File: config.mk
export PLATFORM = sky130hd
export DESIGN_NAME = maxpool_25_16_2
export DESIGN_NICKNAME = d
export VERILOG_FILES = /design/src/rtl/maxpool_25_16_2.sv
export SDC_FILE = /design/constraint.sdc
export NUM_CORES = 1
export LEC_CHECK = 0
export CAP_MARGIN = 40
export CELL_PAD_IN_SITES_DETAIL_PLACEMENT = 0
export CELL_PAD_IN_SITES_GLOBAL_PLACEMENT = 1
export CORE_MARGIN = 1
export CORE_UTILIZATION = 25
export CTS_BUF_LIST = sky130_fd_sc_hd__clkbuf_16
export CTS_CLUSTER_DIAMETER = 200
export DETAILED_ROUTE_END_ITERATION = 8
export PLACE_DENSITY = 0.64
export SLEW_MARGIN = 25
export SYNTH_ARGS = -nofsm -noshare
export SYNTH_HDL_FRONTEND = slang
export SYNTH_SLANG_ARGS = --single-unit
File: constraint.sdc
create_clock -name clk -period 2.9 [get_ports clk]
set_input_delay 0.58 -clock clk [delete_from_list [all_inputs] [get_ports clk]]
set_output_delay 0.58 -clock clk [all_outputs]
set_load 0.01 [all_outputs]
File: src/rtl/maxpool_25_16_2.sv
// maxpool_25_16_2: window-2 / stride-2 signed max pooling over N-element vectors with valid/ready handshakes.
// Define MAXPOOL_RELU_EN to clamp every accepted element to max(x,0) before pooling.
module maxpool_25_16_2 #(
  parameter int T = 16,
  parameter int N = 25
) (
  input  logic                clk,
  input  logic                reset,
  input  logic signed [T-1:0] x_data,
  input  logic                x_valid,
  output logic                x_ready,
  output logic signed [T-1:0] y_data,
  output logic                y_valid,
  input  logic                y_ready
);
  localparam int PW = $clog2(N);
  localparam logic [PW-1:0] LAST = PW'(N - 1);
  typedef enum logic {EMPTY, HALF} state_t;
  state_t state;
  logic [PW-1:0] pos;
  logic signed [T-1:0] hold, xc, res;
  logic last, x_fire, load, start_pair;
`ifdef MAXPOOL_RELU_EN
  assign xc = x_data[T-1] ? '0 : x_data;
`else
  assign xc = x_data;
`endif
  // Opening a pair never produces output, so it needs no room downstream.
  always_comb begin
    last       = pos == LAST;
    start_pair = state == EMPTY && !last;
    x_ready    = start_pair || !y_valid || y_ready;
    x_fire     = x_valid && x_ready;
    load       = x_fire && !start_pair;
    res        = (state == HALF && hold > xc) ? hold : xc;
  end
  always_ff @(posedge clk or posedge reset) begin
    if (reset) begin
      state   <= EMPTY;
      pos     <= '0;
      hold    <= '0;
      y_data  <= '0;
      y_valid <= 1'b0;
    end else begin
      if (x_fire) begin
        pos   <= last ? '0 : pos + 1'b1;
        state <= start_pair ? HALF : EMPTY;
        if (start_pair) hold <= xc;
      end
      if (load) y_data <= res;
      y_valid <= load || (y_valid && !y_ready);
    end
  end
endmodule

== Yosys cells after proc, flatten, opt, wreduce, memory -nomap -nowiden ==
Index checks and enable logic that the tools add are counted.
Storage, ports and cells
  output and inout bits: 18
  memories kept: 0
  word-level logic and storage cells: 25
  register bits: 39
  bits in writable memories: 0
  bits in read-only memories: 0
  bits in latches: 0
Operators by class
  shift-type cells: 0
  reductions and logical operators: 13
  div/mod/pow operators: 0
  multiplexer cells: 3
  multiply operators: 0
  order comparisons: 1
  bitwise gates (word level): 1
  equality and inequality tests: 1
  $add $sub $neg: 1
Operators with widths (number)
  greater-than comparator 16 bit: 1
  two-way mux 16 bit: 1
  adder 5 x 1 -> 5 bit (second input constant): 1
  == test 5 bit (second input constant): 1
  logical AND 1 bit: 5
  two-way mux 5 bit: 1
  zero test 1 bit: 4
  logical OR 1 bit: 3
  AND reduction 2 bit: 1
  two-way mux 1 bit: 1
  NOT 1 bit: 1

== Depth between registers and ports, before layout ==
  depth after elaboration: 8
  mapped depth: 11
  mapped depth without buffers: 8

== Worst setup path before layout ==
No wires, ideal clock.
  path type: input port to flip-flop
  from: input port x_data[15]
  to: register y_data[0]
  arrival: 2.304 ns
  setup time: 0.134 ns
  path slack: 0.462 ns
  buffers on the path: 3
  stages: 11
  path through: inv_1 ha_1 nand4_2 o41a_1 buf_4 nand2b_1 or4_1 buf_6 buf_6 nand4_1 o211ai_1
On the way
  word-level cells in the longest chain between the ends: 3
Ends and longest elaborated chain
  start: declaration: line 9  | input logic signed [T-1:0] x_data,
  greater-than comparator 16 bit: line 35  | res = (state == HALF && hold > xc) ? hold : xc;
  logical AND 1 bit: line 35
  two-way mux 16 bit: line 35
  end signal: assignment: line 50  | if (load) y_data <= res;
  end: declaration: line 12  | output logic signed [T-1:0] y_data,
Every way passes these cells.
A chain may end at the register's enable or synchronous reset.

== Worst setup path after layout ==
  from: input port x_data[11]
  to: register y_data[0]
The elaborated chain is that of the path after synthesis.

==> flow_metrics.env <==
export IMPL_outcome="finished, final reports clean"
export IMPL_dp_cells=390
export IMPL_ys_ff_latch=39
export IMPL_drc=0
export IMPL_antenna_cells=0
export IMPL_clk_pin_slew_worst_paths_ns=0.06
export IMPL_sw_frac_of_total=0.391
export IMPL_hold_viol_final=0
export IMPL_h_tree_depth=2
export IMPL_clkSinkCount=39
export IMPL_track_usage=0.133
export IMPL_grt_max_degree=40
export IMPL_syn_area_per_cell_um2=9.31
export IMPL_numCtsBuffers=5
export IMPL_via_per_inst=4.80
export IMPL_die_h_um=96.1
export IMPL_async_reset_ff_frac=1.00
export IMPL_syn_instance_count=238
export IMPL_rows=33
export IMPL_netlist_area_um2=2220
export IMPL_final_setup_viol_count=0
export IMPL_clockBufferDepth=2
export IMPL_power_density_nw_per_um2=1050
export IMPL_p_clk_frac=0.167
export IMPL_rsz0062_at_grt="no"
export IMPL_post_cts_buffers=0
export IMPL_vias=1912
export IMPL_ir_worst_vdd_mv=0.300
export IMPL_slew_limit_headroom=0.648
export IMPL_r2r_setup_slack_ns=0.60
export IMPL_final_cells=398
export IMPL_synth_edf_count=0
export IMPL_p_comb_frac=0.513
export IMPL_grt_pass1_wl_um=9320
export IMPL_synth_nets=276
export IMPL_ant_nets=0
export IMPL_yosysUniqueCellTypes=35
export IMPL_clock_skew_ns=0.00873
export IMPL_fin_nets=330
export IMPL_min_path_type="reg2reg"
export IMPL_timing_max_cap_violations=0
export IMPL_antenna_found_initial=0
export IMPL_place_gp_congestion=0.735
export IMPL_yosysSeqAreaShare=0.440
export IMPL_drt_iter0_markers=57
export IMPL_clock_latency_ns=0.28
export IMPL_routed_wl_um=5530
export IMPL_drv_slew=0
export IMPL_end_kind="flop"
export IMPL_dp_slack_ns=-0.167
export IMPL_overflow=0
export IMPL_chipWidth_um=96.1
export IMPL_hpwl_um=4000
export IMPL_synth_top_area_share=0.440
export IMPL_ys_top_cells_by_area="dfrtp_1 (44%), ha_1 (10%), o211ai_1 (6.1%), o21ai_0 (4.7%), nand3_1 (4.3%)"
export IMPL_dr_pass1_iters=4
export IMPL_p_seq_frac=0.320
export IMPL_fin_util=0.360
export IMPL_yosysMostFrequentCell="dfrtp_1"
export IMPL_cts_hold_buf=0
export IMPL_startpoint_type="primary input"
export IMPL_cts_tree="done"
export IMPL_critical_path_class="in2reg"
export IMPL_first_global_vias=1911
export IMPL_p_leak_uw=0.00133
export IMPL_wire_per_inst_um=13.9
export IMPL_synth_common_cells="dfrtp_1 (39), nand2_1 (24), o21ai_0 (21)"
export IMPL_yosysWarnings=0
export IMPL_pin_count=38
export IMPL_worst_pin_slew_ns=0.528
export IMPL_cp_required_ns=3.05
export IMPL_cts_root_buf="clkbuf_16"
export IMPL_cts_resized_gates=0
export IMPL_whs_ns=0.521
export IMPL_area_growth_pct=36.3
export IMPL_setup_ws_ns=0.160
export IMPL_switching_power_uw=1240
export IMPL_dieArea_um2=9240
export IMPL_min_period_over_period=0.945
export IMPL_synth_area_leader_cell="dfrtp_1"
export IMPL_synth_flop_cell="dfrtp_1"
export IMPL_arrival_ns=2.89
export IMPL_core_area_um2=8380
export IMPL_numPortBuffers=37
export IMPL_intPower_uw=1920
export IMPL_drive_gt1_frac=0.137
export IMPL_fin_crit_ns=2.74
export IMPL_start_util=0.264
export IMPL_max_freq_ghz=0.365
export IMPL_worstPathMaxFanout=4
==> worst max-delay path, stage by stage <==
cell and delay (ns):
clkdlybuf4s50_1 0.49, inv_1 0.06, ha_1 0.32, nand4_1 0.25, o41a_1 0.30, nand2b_1 0.08
or4_4 0.44, buf_4 0.18, nand4_1 0.09, o211ai_1 0.11
==> power groups by stage <==
stage | clock [uW] | combinational, uW | sequential (uW)
3_5_place_dp | 0 | 1580 | 1030
4_1_cts | 549 | 1590 | 1020
3_3_place_gp | 0 | 1570 | 1020
6_report | 528 | 1620 | 1010
2_1_floorplan | 0 | 924 | 1030
5_1_grt | 559 | 1840 | 1050
==> area by class of cell <==
type / instances / area (um2)
multi-input cells: 167 / 1120
clock buffers: 5 / 125
fillers: 860 / 5360
flip-flops and latches: 39 / 976
repair buffers: 60 / 578
clock inverters: 3 / 15.0
well taps: 105 / 131
inverters: 19 / 71.3
==> path summary, 6_finish.rpt <==
check | startpoint | end | cells past startpoint
worst max register to register | hold[1]$_DFFE_PP0P_ | y_data[0]$_DFFE_PP0P_ | 8
worst max-delay path | x_data[11] | y_data[0]$_DFFE_PP0P_ | 10
min in group asynchronous | reset | y_valid$_DFF_PP0_ | 3
worst min register to register | hold[11]$_DFFE_PP0P_ | hold[11]$_DFFE_PP0P_ | 2
worst min-delay path | hold[11]$_DFFE_PP0P_ | hold[11]$_DFFE_PP0P_ | 2
max in group asynchronous | reset | hold[4]$_DFFE_PP0P_ | 3
==> through the flow <==
step,power [uW],setup TNS [ns],instance area (um2)
final,3160,0,3020
after global routing,3450,0,3020
after CTS,3160,0,2970
after detailed placement,2610,-2.22,2830
after global placement,2590,-2.48,2830
after floorplan,1950,0,2220
==> metal layers <==
| layer | wire length [um] | global-route usage | part of all wire |
|---|---|---|---|
| met5 | 0 | 0 | 0 |
| met4 | 54 | 0.0336 | 0.0098 |
| met3 | 228 | 0.0269 | 0.041 |
| met2 | 2720 | 0.232 | 0.49 |
| met1 | 2530 | 0.166 | 0.46 |
==> sequential cells by signal, summed over array words and instances, names as in the netlist <==
name     flops
hold        16
state        1
y_valid      1
y_data      16
pos          5
==> logic make-up after synthesis <==
group	after synthesis	share of synthesized area
AOI/OAI and AO/OA	70	0.208
buffers and inverters	32	0.0711
and+or+nand+nor	76	0.164
muxes	3	0.0147
adders and majority gates	18	0.102
DFF	39	0.440
==> placed cells by master (no fill, tap or decap), types with 4 or more instances in the layout <==
cell type / n
nand3_1: 19
a21oi_1: 6
dfrtp_1: 39
buf_4: 19
clkbuf_16: 5
nor2_1: 17
o21ai_0: 21
o211ai_1: 18
nand2_1: 24
a31oi_1: 15
nand4_1: 4
clkdlybuf4s50_1: 36
ha_1: 18
inv_1: 19
Note: power is estimated with default switching activity, not from simulation.
